--- src/rtl/pc_unit.sv ---
// pc_unit: architectural PC register with PC+4 / branch / jump next-PC datapath and fetch handshake.
// Latency: an acknowledged PC command updates PC on the next rising edge; PC4 follows PC combinationally.
// Backpressure: an unacknowledged non-hold command is parked in a pending register (STALL) until if_ack.
// Optional feature macro: PC_HISTORY_EN (4-entry ring of source PCs of applied 10/11 commands).
module pc_unit #(
   parameter int               WIDTH    = 64,
   parameter logic [WIDTH-1:0] RESET_PC = '0
) (
   input  logic             clock,
   input  logic             reset,
   input  logic [1:0]       PC_FS,
   input  logic [WIDTH-1:0] PC_in,
   input  logic [25:0]      imm26,
   input  logic [18:0]      imm19,
   input  logic             imm_sel,
   input  logic             link_en,
   input  logic             if_ack,
   input  logic [1:0]       hist_idx,
   output logic             if_req,
   output logic [WIDTH-1:0] PC,
   output logic [WIDTH-1:0] PC4,
   output logic [WIDTH-1:0] link,
   output logic             link_valid,
   output logic             align_fault,
   output logic             stalled,
   output logic [WIDTH-1:0] hist_data
);

   typedef enum logic [1:0] {S_RESET_FETCH, S_RUN, S_STALL} state_t;

   state_t           state_q, state_d;
   logic [WIDTH-1:0] pc_q, pc_d;
   logic [1:0]       pend_fs_q, pend_fs_d;
   logic [WIDTH-1:0] pend_tgt_q, pend_tgt_d;
   logic             pend_link_q, pend_link_d;
   logic             pend_mis_q, pend_mis_d;
   logic [WIDTH-1:0] link_q, link_d;
   logic             link_valid_q, link_valid_d;
   logic             align_q, align_d;
   logic             if_req_q, if_req_d;
   logic             stalled_q, stalled_d;

   logic [WIDTH-1:0] pc_plus4, offset, jump_tgt, in_tgt;
   logic             in_mis;
   logic [1:0]       cmd_fs;
   logic [WIDTH-1:0] cmd_tgt;
   logic             cmd_link, cmd_mis, apply, apply_nonseq;

   // Next-PC candidates from the current PC and incoming command
   always_comb begin
      pc_plus4 = pc_q + WIDTH'(4);
      offset   = imm_sel ? {{(WIDTH-21){imm19[18]}}, imm19, 2'b00}
                         : {{(WIDTH-28){imm26[25]}}, imm26, 2'b00};
      jump_tgt = pc_q + offset;
      in_mis   = (PC_FS == 2'b10) && (PC_in[1:0] != 2'b00);
      case (PC_FS)
         2'b01:   in_tgt = pc_plus4;
         2'b10:   in_tgt = {PC_in[WIDTH-1:2], 2'b00};
         2'b11:   in_tgt = jump_tgt;
         default: in_tgt = pc_q;
      endcase
   end

   // Command source (live inputs in RUN, parked command in STALL) and next-state logic
   always_comb begin
      cmd_fs       = (state_q == S_STALL) ? pend_fs_q   : PC_FS;
      cmd_tgt      = (state_q == S_STALL) ? pend_tgt_q  : in_tgt;
      cmd_link     = (state_q == S_STALL) ? pend_link_q : link_en;
      cmd_mis      = (state_q == S_STALL) ? pend_mis_q  : in_mis;
      apply        = if_ack && (state_q != S_RESET_FETCH);
      apply_nonseq = apply && cmd_fs[1];

      state_d      = state_q;
      pc_d         = pc_q;
      pend_fs_d    = pend_fs_q;
      pend_tgt_d   = pend_tgt_q;
      pend_link_d  = pend_link_q;
      pend_mis_d   = pend_mis_q;
      link_d       = link_q;
      link_valid_d = 1'b0;
      align_d      = align_q;

      case (state_q)
         S_RESET_FETCH: state_d = S_RUN;
         S_RUN: begin
            if (!if_ack && PC_FS != 2'b00) begin
               pend_fs_d   = PC_FS;
               pend_tgt_d  = in_tgt;
               pend_link_d = link_en;
               pend_mis_d  = in_mis;
               state_d     = S_STALL;
            end
         end
         S_STALL: if (if_ack) state_d = S_RUN;
         default: state_d = S_RESET_FETCH;
      endcase

      if (apply) begin
         pc_d = cmd_tgt;
         if (cmd_fs == 2'b11 && cmd_link) begin
            link_d       = pc_plus4;
            link_valid_d = 1'b1;
         end
         if (cmd_fs == 2'b10 && cmd_mis) align_d = 1'b1;
      end

      if_req_d  = (state_d != S_RESET_FETCH);
      stalled_d = (state_d == S_STALL);
   end

   // FSM, PC and registered status outputs
   always_ff @(posedge clock) begin
      if (reset) begin
         state_q      <= S_RESET_FETCH;
         pc_q         <= RESET_PC;
         pend_fs_q    <= 2'b00;
         pend_tgt_q   <= '0;
         pend_link_q  <= 1'b0;
         pend_mis_q   <= 1'b0;
         link_q       <= '0;
         link_valid_q <= 1'b0;
         align_q      <= 1'b0;
         if_req_q     <= 1'b0;
         stalled_q    <= 1'b0;
      end else begin
         state_q      <= state_d;
         pc_q         <= pc_d;
         pend_fs_q    <= pend_fs_d;
         pend_tgt_q   <= pend_tgt_d;
         pend_link_q  <= pend_link_d;
         pend_mis_q   <= pend_mis_d;
         link_q       <= link_d;
         link_valid_q <= link_valid_d;
         align_q      <= align_d;
         if_req_q     <= if_req_d;
         stalled_q    <= stalled_d;
      end
   end

   assign PC          = pc_q;
   assign PC4         = pc_plus4;
   assign link        = link_q;
   assign link_valid  = link_valid_q;
   assign align_fault = align_q;
   assign if_req      = if_req_q;
   assign stalled     = stalled_q;

`ifdef PC_HISTORY_EN
   logic [WIDTH-1:0] hist_q [4];
   logic [WIDTH-1:0] hist_d [4];
   logic [1:0]       wp_q, wp_d, rd_ptr;

   // Record the source PC of every applied branch/jump, overwriting the oldest entry
   always_comb begin
      hist_d = hist_q;
      wp_d   = wp_q;
      if (apply_nonseq) begin
         hist_d[wp_q] = pc_q;
         wp_d         = wp_q + 2'd1;
      end
      rd_ptr = wp_q - 2'd1 - hist_idx;
   end

   // History storage and write pointer
   always_ff @(posedge clock) begin
      if (reset) begin
         for (int i = 0; i < 4; i++) hist_q[i] <= '0;
         wp_q <= 2'd0;
      end else begin
         hist_q <= hist_d;
         wp_q   <= wp_d;
      end
   end

   assign hist_data = hist_q[rd_ptr];
`else
   logic unused_hist;
   assign unused_hist = ^{hist_idx, apply_nonseq};
   assign hist_data   = '0;
`endif

endmodule

--- config.mk ---
export PLATFORM = sky130hd
export DESIGN_NAME = pc_unit
export DESIGN_NICKNAME = d
export VERILOG_FILES = /design/src/rtl/pc_unit.sv
export SDC_FILE = /design/constraint.sdc
export NUM_CORES = 1
export LEC_CHECK = 0
export CAP_MARGIN = 20
export CELL_PAD_IN_SITES_DETAIL_PLACEMENT = 0
export CELL_PAD_IN_SITES_GLOBAL_PLACEMENT = 1
export CORE_MARGIN = 1
export CORE_UTILIZATION = 33
export DETAILED_ROUTE_END_ITERATION = 8
export HOLD_SLACK_MARGIN = 0.05
export MAX_ROUTING_LAYER = met4
export PLACE_DENSITY = 0.8
export REMOVE_ABC_BUFFERS = 1
export SYNTH_ARGS = -nofsm -noshare
export SYNTH_HDL_FRONTEND = slang
export SYNTH_SLANG_ARGS = --single-unit
--- constraint.sdc ---
create_clock -name clock -period 5.6 [get_ports clock]
set_input_delay 0.56 -clock clock [delete_from_list [all_inputs] [get_ports clock]]
set_output_delay 0.56 -clock clock [all_outputs]
set_load 0.005 [all_outputs]
After elaboration in Yosys (flattened, before gate mapping):

Cells that the tools add are included.

* add/subtract/negate cells: 2
* equal/unequal tests: 8
* muxes and demuxes: 10
* bitwise gates (word level): 1
* reduce and logical (&&, ||, !) cells: 15

Operators with widths (number)
* $pmux 64 s3: 1
* $mux 64: 2
* $add 64x3->64 const B: 1
* $add 64x64->64: 1
* $eq 2x2->1 const B: 6
* $reduce_bool 2->1: 4
* $mux 2: 3
* $pmux 2 s3: 1
* $reduce_and 2->1: 3
* $logic_and 1x1->1: 5
* $eq 2x1->1 const B: 2
* $mux 1: 3
* $logic_not 2->1: 1
* $reduce_or 2->1: 1
* $logic_not 1->1: 1
* $not 1->1: 1

* register bits: 202
* input bits: 118
* output and inout bits: 260

Longest topological paths before layout:

Gate-level depths: netlist (run 1).

* depth after elaboration: 5
* gate-level depth with buffers: 15
* mapped depth without buffers: 14

Least setup slack after synthesis (run 1):

OpenSTA, ideal clock, no wires.

* path kind: input-to-reg
* start point: input port imm_sel
* end point: register pc_q[54], in the netlist PC[54]
* setup time: 0.137 ns
* arrival: 5.643 ns
* data required time: 5.463 ns
* setup slack: -0.180 ns
* stages on the path: 13
* buffers on the path: 2
* cells stage by stage: clkbuf_1 o21ai_0 ha_1 clkbuf_1 a21oi_1 o21ai_0 or3_1 o211ai_2 nand2_1 or4_1 and4_1 a221oi_2 o221ai_1

* cells in the longest elaborated chain, start to end: 4

Ends and longest elaborated chain
* start: declaration: RTL line 15 `input logic imm_sel,`
* $mux 64: RTL line 52 `offset = imm_sel ? {{(WIDTH-21){imm19[18]}}, imm19, 2'b00}`
* $add 64x64->64: RTL line 54 `jump_tgt = pc_q + offset;`
* $pmux 64 s3: RTL line 56 `case (PC_FS)`
* $mux 64: RTL line 67 `cmd_tgt = (state_q == S_STALL) ? pend_tgt_q : in_tgt;`
* end signal: assignment: RTL line 127 `pc_q <= pc_d;`
* end: declaration: RTL line 32 `logic [WIDTH-1:0] pc_q, pc_d;`

Every way passes these cells.
A chain may end at the register's enable or synchronous reset.

Final worst setup path (run 1):

* start point: register pc_q[2], in the netlist PC[2]
* end point: output port PC4[58]

* cells in the longest elaborated chain, start to end: 1

Ends and longest elaborated chain
* $add 64x3->64: RTL line 51 `pc_plus4 = pc_q + WIDTH'(4);`
* end: declaration: RTL line 21 `output logic [WIDTH-1:0] PC4,`

Every way passes these cells.

==> flow_summary.json, run 1 <==
{
  "status": "finished with violations",
  "violations": "DRC",
  "routed_via_density": 5.52,
  "setup-violations-final": 0,
  "crit_fanout": 9,
  "yosysWarnings": 0,
  "drv_cap": 0,
  "clkSlewWorstSetupHoldPaths_ps": 60,
  "post-route-drc-count": 20,
  "die_area_um2": 48500,
  "fin_skew_ps": 18.4,
  "root_buffer": "clkbuf_16",
  "switching_share_pct": 33.0,
  "die_h_um": 220,
  "grt_max_degree": 72,
  "clockBufferDepth": 3,
  "crit_slowest_cell": "or4_4",
  "worstSetupStartpointType": "register",
  "yosysMostFrequentCell": "nand2_1",
  "worstSetupEndpointType": "primary output",
  "fmax_ghz": 0.201,
  "synthArstFlopShare_pct": 0,
  "via_count": 16400,
  "relSlewSlack_pct": 33.5,
  "rows": 79,
  "grt_pass1_vias": 15500,
  "post-cts-setup-buffers": 0,
  "syn_to_final_growth_pct": 26.6,
  "holdWs_ps": 454,
  "overflow": 0,
  "hold_class": "reg -> reg",
  "p_sw_mw": 1.57,
  "cts_tree": "built",
  "cts_buffers": 28,
  "peakVddDrop_v": 0.000141,
  "grt_use_total_pct": 25.5,
  "placement.io_buffers": 311,
  "drtAntennaViolNets": 0,
  "p_int_mw": 3.17,
  "p_comb_share_pct": 27.0,
  "drive_above_1_share_pct": 6.46,
  "antenna_found_initial": 2,
  "synth.top_cell.area_share_pct": 25.7,
  "worstSetupPathType": "reg -> out",
  "synth_seq_cells": 202,
  "arrival_ps": 4410,
  "critPathRequiredTime_ps": 5040,
  "core_area_um2": 46800,
  "chipWidth_um": 220,
  "synth.distinct_cells": 99,
  "worst-slew-pin-transition_ps": 994,
  "cts-htree-levels": 1,
  "period_minus_slack_ps": 4970,
  "period_share_pct": 88.7,
  "slew_violations": 0,
  "placed_cells": 2928,
  "synth-edff-count": 0,
  "dp_hpwl_mm": 45.1,
  "cts_resized": 0,
  "start_util_pct": 33.6,
  "postSynthAreaPerCell_um2": 7.36,
  "rsz0062_at_grt": "false",
  "cts_sinks": 202,
  "hold_buffers": 0,
  "pin_count": 378,
  "leakage_nw": 7.59,
  "synth_common_cells": "262 x nand2_1, 250 x a21oi_1, 214 x nor2_1",
  "synth_ff_type": "dfxtp_1",
  "wirelength_mm": 62.2,
  "stdcell_count": 2979,
  "synth_area_leaders": "dfxtp_1 26%, a21oi_1 8.0%, nand2_1 6.3%, xnor2_1 5.4%, nor2_1 5.1%",
  "drt-pass1-iter-count": 8,
  "hold_viol": 0,
  "critical_path.cell_chain": "ha_1 -> and3_1 -> nand4_1 -> or4_4 -> nor4_4 -> nand2_1 -> xnor2_1 -> clkdlybuf4s50_1",
  "powerDensity_nw_per_um2": 238,
  "drt_iter0_markers": 1415,
  "nNetsFinal": 2532,
  "max_stage_delay_ps": 680,
  "place_congestion": 0.948,
  "synth_area_leader_cell": "dfxtp_1",
  "synth_area_um2": 15700,
  "drt-wirelength-per-cell_um": 20.9,
  "post-route-util_pct": 42.6,
  "netlist_instances": 2136,
  "ys_seq_area_share_pct": 25.7,
  "p_seq_share_pct": 33.9,
  "clock_power_share_pct": 39.1,
  "insertion_delay_ps": 570,
  "grt_pass1_wl_mm": 92.9
}
[through the flow]
stage          TNS [ps]  power (mW)  cell area, um2  setup WS, ps
6_report              0        4.74           19900           630
5_1_grt               0        4.96           19900           478
4_1_cts               0        4.78           19900           617
3_5_place_dp          0        2.91           19000           597
3_3_place_gp          0        2.90           19000           557
2_1_floorplan   -110080        2.34           14700         -1720
[cell usage in the layout, fill, tap and decap left out, types with 55 or more instances in the layout]
master             n
mux2i_1           65
xnor2_1           97
a21oi_1          250
xor2_1            55
nand3_1           60
nor2_1           213
ha_1              62
o21ai_0          109
dfxtp_1          202
conb_1            64
nand2_1          262
clkdlybuf4s50_1  308
[metal layers]
layer  wire length (um)  global-route usage, %
met5                  0                      -
met4               1770                   7.26
met3               4370                   4.11
met2              29400                   42.0
met1              26600                   32.0
[layout make-up]
type	count	area (um2)
antenna	2	5.00
clock buffer	38	830
clock inverter	11	118
fill	4824	26900
inverter	46	173
multi-input combinational	1726	10600
sequential	202	4040
tap	607	759
timing repair buffer	347	3400
[flip-flops by register name, summed over array words and instances, names as in the netlist]
| signal | cells |
|---|---|
| PC | 64 |
| if_req | 1 |
| pend_mis_q | 1 |
| link | 64 |
| align_fault | 1 |
| pend_link_q | 1 |
| link_valid | 1 |
| pend_tgt_q | 64 |
| pend_fs_q | 2 |
| state_q | 2 |
| stalled | 1 |
[power by group through the flow]
stage	Combinational [mW]	Sequential [mW]	Clock, mW
finish	1.28	1.61	1.85
global route	1.40	1.62	1.95
CTS	1.28	1.61	1.90
detailed placement	1.27	1.64	0
global placement	1.26	1.64	0
floorplan	0.730	1.61	0
[worst paths after layout]
| kind | endpoint | from | slack [ps] | depth (start not counted) |
|---|---|---|---|---|
| worst max-delay path | PC4[58] | PC[2]$_SDFFE_PP0P_ | 630 | 8 |
| worst min-delay path | pend_tgt_q[58]$_SDFFE_PP0P_ | pend_tgt_q[58]$_SDFFE_PP0P_ | 450 | 2 |
| worst max register to register | PC[38]$_SDFFE_PP0P_ | PC[2]$_SDFFE_PP0P_ | 1500 | 13 |
| worst min register to register | pend_tgt_q[58]$_SDFFE_PP0P_ | pend_tgt_q[58]$_SDFFE_PP0P_ | 450 | 2 |
[logic make-up (layout without fill, tap and decap cells)]
group	Yosys count	in the layout	synth area share [%]
buf+inv	271	442	8.77
xor+xnor	152	152	8.47
other cells	1	66	0.0239
compound gates	600	600	23.4
simple gates	759	759	22.5
mux	88	88	5.95
flops	202	202	25.7
fa+ha+maj	63	63	5.06
[worst max-delay path: cells and delay by family, from the launching register on]
family | cells | cell delay (ps)
simple gates | 5 | 2230
flops | 1 | 530
fa+ha+maj | 1 | 300
xor+xnor | 1 | 240
buf+inv | 1 | 540
Power figures use the tool's default switching activity.
==> inputs of run 2 (changes only) <==
--- a/config.mk
+++ b/config.mk
@@ -9,11 +9,11 @@
 export CELL_PAD_IN_SITES_DETAIL_PLACEMENT = 0
 export CELL_PAD_IN_SITES_GLOBAL_PLACEMENT = 1
 export CORE_MARGIN = 1
-export CORE_UTILIZATION = 33
+export CORE_UTILIZATION = 32
 export DETAILED_ROUTE_END_ITERATION = 8
 export HOLD_SLACK_MARGIN = 0.05
 export MAX_ROUTING_LAYER = met4
-export PLACE_DENSITY = 0.8
+export PLACE_DENSITY = 0.78
 export REMOVE_ABC_BUFFERS = 1
 export SYNTH_ARGS = -nofsm -noshare
 export SYNTH_HDL_FRONTEND = slang
==> flow_summary.json, run 2 (synthesized netlist as in run 1, its figures left out) <==
{
  "worstSetupStartpointType": "register",
  "grt_max_degree": 77,
  "crit_top_cell": "nand3_1",
  "crit_slowest_cell": "and2_1",
  "fmax_ghz": 0.209,
  "place_area_um2": 19000,
  "rsz0062_at_grt": "false",
  "rows": 80,
  "overflow": 0,
  "cts_tree": "built",
  "post-route-drc-count": 0,
  "syn_to_final_growth_pct": 25.8,
  "nNetsFinal": 2535,
  "hold_class": "in -> reg",
  "stdcell_area_um2": 19800,
  "dp_slack_ps": 436,
  "root_buffer": "clkbuf_16",
  "hold_buffers": 0,
  "period_share_pct": 85.4,
  "final_common_cell": "clkdlybuf4s50_1",
  "worst-slew-pin-transition_ps": 1080,
  "cts_sinks": 202,
  "start_util_pct": 32.7,
  "die_h_um": 224,
  "period_minus_slack_ps": 4780,
  "via_count": 16300,
  "total_power_mw": 4.52,
  "switching_share_pct": 33.8,
  "tns_ps": 0,
  "relSlewSlack_pct": 27.3,
  "fin_ws_ps": 817,
  "chipWidth_um": 224,
  "arrival_ps": 4220,
  "p_comb_share_pct": 28.3,
  "crit_fanout": 13,
  "clockBufferDepth": 3,
  "hold_viol": 0,
  "insertion_delay_ps": 560,
  "cts_resized": 0,
  "drt-wirelength-per-cell_um": 21.1,
  "drive_above_1_share_pct": 6.25,
  "critPathRequiredTime_ps": 5040,
  "placed_cells": 2940,
  "wirelength_mm": 63.2,
  "stdcell_count": 2989,
  "status": "finished clean",
  "cts-htree-levels": 1,
  "worstSetupPathType": "reg -> out",
  "clock_power_share_pct": 36.0,
  "peakVddDrop_v": 0.000170,
  "setup-violations-final": 0,
  "placement.io_buffers": 311,
  "fin_skew_ps": 14.2,
  "critical_path.cell_chain": "ha_1 -> and3_1 -> nand3_1 -> nor3_1 -> buf_4 -> and2_1 -> nand3_1 -> xnor2_1 -> clkdlybuf4s50_1",
  "cts_buffers": 27,
  "die_area_um2": 50000,
  "fillers": 5037,
  "antenna_found_initial": 4,
  "place_congestion": 0.939,
  "p_int_mw": 2.99,
  "clkSlewWorstSetupHoldPaths_ps": 60,
  "grt_pass1_vias": 16000,
  "drv_cap": 0,
  "pin_count": 378,
  "core_area_um2": 48000,
  "slew_violations": 0,
  "p_sw_mw": 1.53,
  "grt_use_total_pct": 25.2,
  "drt_iter0_markers": 1368,
  "routed_via_density": 5.44,
  "grt_pass1_wl_mm": 95.6,
  "dp_hpwl_mm": 46.2,
  "final_cell_mix": "308 x clkdlybuf4s50_1, 262 x nand2_1, 250 x a21oi_1, 213 x nor2_1, 202 x dfxtp_1",
  "post-cts-setup-buffers": 0,
  "p_seq_share_pct": 35.7,
  "max_stage_delay_ps": 600,
  "drt-pass1-iter-count": 6,
  "leakage_nw": 7.53,
  "drtAntennaViolNets": 0,
  "worstSetupEndpointType": "primary output",
  "powerDensity_nw_per_um2": 229
}
[run 2: changes by cell type in the layout (fill, tap and decap cells not counted), sizes merged]
cell	before	now
buf	39	43
diode	2	5
bufinv	2	0
clkinv	8	5
[run 2: layout make-up]
cell class,count,area (um2),area share [%]
clock inverter,6,35.0,0.177
clock buffer,38,767,3.88
multi-input combinational,1726,10600,53.5
tap,615,769,3.89
inverter,46,173,0.873
sequential,202,4040,20.4
antenna,5,12.5,0.0633
timing repair buffer,351,3400,17.2
[run 2: power groups by stage]
stage / registers, mW / clock network (mW) / logic, mW
2_1_floorplan: 1.61 / 0 / 0.730
3_3_place_gp: 1.64 / 0 / 1.26
3_5_place_dp: 1.64 / 0 / 1.27
4_1_cts: 1.61 / 1.67 / 1.27
5_1_grt: 1.62 / 1.73 / 1.39
6_report: 1.61 / 1.63 / 1.28
[run 2: worst max-delay path: cells and delay by family (launching register included)]
kind                     cells  cell delay, ps
XOR/XNOR                     1             270
adder cells (fa/ha/maj)      1             300
buffers and inverters        2             790
AND/OR/NAND/NOR              5            1750
flip-flops                   1             550
[run 2: layer usage]
metal	global-route usage, %	wire, um
met5	-	0
met4	6.50	1450
met3	3.87	3930
met2	42.4	30300
met1	31.4	27500
[run 2: worst paths after layout]
kind / startpoint / to / slack [ps] / cells past startpoint
hold / removal: reset / link[3]$_SDFFE_PP0P_ / 320 / 2
setup / recovery: PC[3]$_SDFFE_PP0P_ / PC4[40] / 820 / 9
setup reg to reg: PC[3]$_SDFFE_PP0P_ / PC[46]$_SDFFE_PP0P_ / 1440 / 12
hold reg to reg: pend_fs_q[1]$_SDFFE_PP0P_ / pend_fs_q[1]$_SDFFE_PP0P_ / 460 / 2
[run 2: stage by stage]
step,hold WS [ps],util [%]
after floorplan,426,-
after global placement,438,39.5
after detailed placement,448,39.5
after CTS,297,41.1
after global routing,306,41.2
final,319,41.2
==> inputs of run 3 (changes only) <==
--- a/config.mk
+++ b/config.mk
@@ -11,6 +11,7 @@
 export CORE_MARGIN = 1
 export CORE_UTILIZATION = 32
 export DETAILED_ROUTE_END_ITERATION = 8
+export GPL_TIMING_DRIVEN = 0
 export HOLD_SLACK_MARGIN = 0.05
 export MAX_ROUTING_LAYER = met4
 export PLACE_DENSITY = 0.78
==> flow_summary.json, run 3 (synthesized netlist as in run 1, its figures left out) <==
{
  "status": "finished clean",
  "slew_violations": 0,
  "grt_pass1_vias": 16000,
  "worstSetupEndpointType": "register",
  "via_count": 16300,
  "crit_fanout": 16,
  "period_minus_slack_ps": 5290,
  "crit_top_cell": "o21ai_0",
  "critical_path.cell_chain": "clkdlybuf4s50_1 -> buf_8 -> mux2_2 -> ha_1 -> a21oi_1 -> o21ai_0 -> a2111oi_1 -> nand3_1 -> a211oi_2 -> o21ai_1 -> a221oi_1 -> xnor2_1 -> o221ai_1 -> o21ai_0",
  "max_stage_delay_ps": 910,
  "rsz0062_at_grt": "false",
  "arrival_ps": 5760,
  "drtAntennaViolNets": 0,
  "top_layer_used": "met4",
  "rows": 80,
  "final_cell_mix": "308 x clkdlybuf4s50_1, 262 x nand2_1, 250 x a21oi_1, 212 x nor2_1, 202 x dfxtp_1",
  "start_util_pct": 32.7,
  "grt_max_degree": 81,
  "crit_slowest_cell": "clkdlybuf4s50_1",
  "period_share_pct": 94.4,
  "drv_cap": 0,
  "place_congestion": 0.933,
  "grt_use_total_pct": 25.0,
  "wl_met1_mm": 26.8,
  "total_power_mw": 4.61,
  "insertion_delay_ps": 570,
  "dp_hpwl_mm": 46.3,
  "root_buffer": "clkbuf_16",
  "post-cts-setup-buffers": 0,
  "cts_sinks": 202,
  "die_h_um": 224,
  "met2WireLength_mm": 29.4,
  "fin_ws_ps": 312,
  "grt_pass1_wl_mm": 95.0,
  "overflow": 0,
  "chipWidth_um": 224,
  "final_common_cell": "clkdlybuf4s50_1",
  "wl_met3_mm": 4.53,
  "post-route-util_pct": 41.7,
  "cts_tree": "built",
  "setup-violations-final": 0,
  "worstSetupStartpointType": "primary input",
  "relSlewSlack_pct": 28.3,
  "syn_to_final_growth_pct": 27.5,
  "clkSlewWorstSetupHoldPaths_ps": 60,
  "powerDensity_nw_per_um2": 230,
  "dp_slack_ps": -225,
  "cts_buffers": 28,
  "peakVddDrop_v": 0.000180,
  "core_area_um2": 48000,
  "hold_buffers": 0,
  "clockBufferDepth": 3,
  "placement.io_buffers": 311,
  "fmax_ghz": 0.189,
  "die_area_um2": 50000,
  "cts_resized": 0,
  "critPathRequiredTime_ps": 6070,
  "antenna_found_initial": 4,
  "drt-pass1-iter-count": 6,
  "worstSetupPathType": "in -> reg",
  "drt_iter0_markers": 1254,
  "worst-slew-pin-transition_ps": 1070,
  "leakage_nw": 7.60,
  "wirelength_mm": 62.6,
  "hold_class": "in -> reg",
  "nNetsFinal": 2519,
  "fin_skew_ps": 15.3,
  "post-route-drc-count": 0,
  "routed_via_density": 5.50,
  "drive_above_1_share_pct": 5.87,
  "cts-htree-levels": 1,
  "drt-wirelength-per-cell_um": 21.1,
  "hold_viol": 0,
  "pin_count": 378
}
## run 3: cell count changes in the layout (fill, tap and decap cells not counted), moves of 2 or more
cell and delta:
clkbuf_16 +2, clkinvlp_4 -2, buf_12 +11, buf_8 +3, buf_4 -39, buf_16 +8
clkbuf_1 -2, inv_2 +2, clkinv_2 +2, inv_1 -2
## run 3: critical path: cells and delay by family
family / cells / cell delay, ps
fa+ha+maj: 1 / 400
simple gates: 1 / 210
xor+xnor: 1 / 200
mux: 1 / 390
buf+inv: 2 / 1160
compound gates: 8 / 2840
## run 3: stage by stage
stage | cells | instance area [um2] | TNS, ps | hold WS [ps]
global placement | 2900 | 18600 | -956620 | 438
global route | 2971 | 20000 | 0 | 466
detailed placement | 2922 | 19200 | -590 | 447
finish | 2971 | 20000 | 0 | 403
floorplan | 1974 | 14700 | -110080 | 426
CTS | 2966 | 20000 | 0 | 431
## run 3: power breakdown
| part | switching, mW | internal, mW |
|---|---|---|
| clock | 0.710 | 0.992 |
| combinational | 0.729 | 0.570 |
| sequential | 0.110 | 1.50 |
| total | 1.55 | 3.06 |
## run 3: cell type report
class | instances | area (um2)
Antenna cell | 4 | 10.0
Clock inverter | 6 | 33.8
Inverter | 46 | 174
Fill cell | 4947 | 28000
Timing Repair Buffer | 334 | 3600
Tap cell | 615 | 769
Multi-Input combinational cell | 1726 | 10600
Sequential cell | 202 | 4040
Clock buffer | 38 | 810
## run 3: per-layer routing
layer,GRT usage (%),vias up
li1,-,7856
met1,30.8,7783
met2,41.2,599
met3,5.09,110
met4,6.96,0
met5,-,-
## run 3: final timing paths
kind,startpoint,end,slack [ps],depth (start not counted)
hold reg to reg,pend_tgt_q[3]$_SDFFE_PP0P_,pend_tgt_q[3]$_SDFFE_PP0P_,450,2
setup reg to reg,PC[20]$_SDFFE_PP0P_,PC[59]$_SDFFE_PP0P_,1140,11
hold / removal,reset,link[5]$_SDFFE_PP0P_,400,2
setup / recovery,imm_sel,PC[59]$_SDFFE_PP0P_,310,14
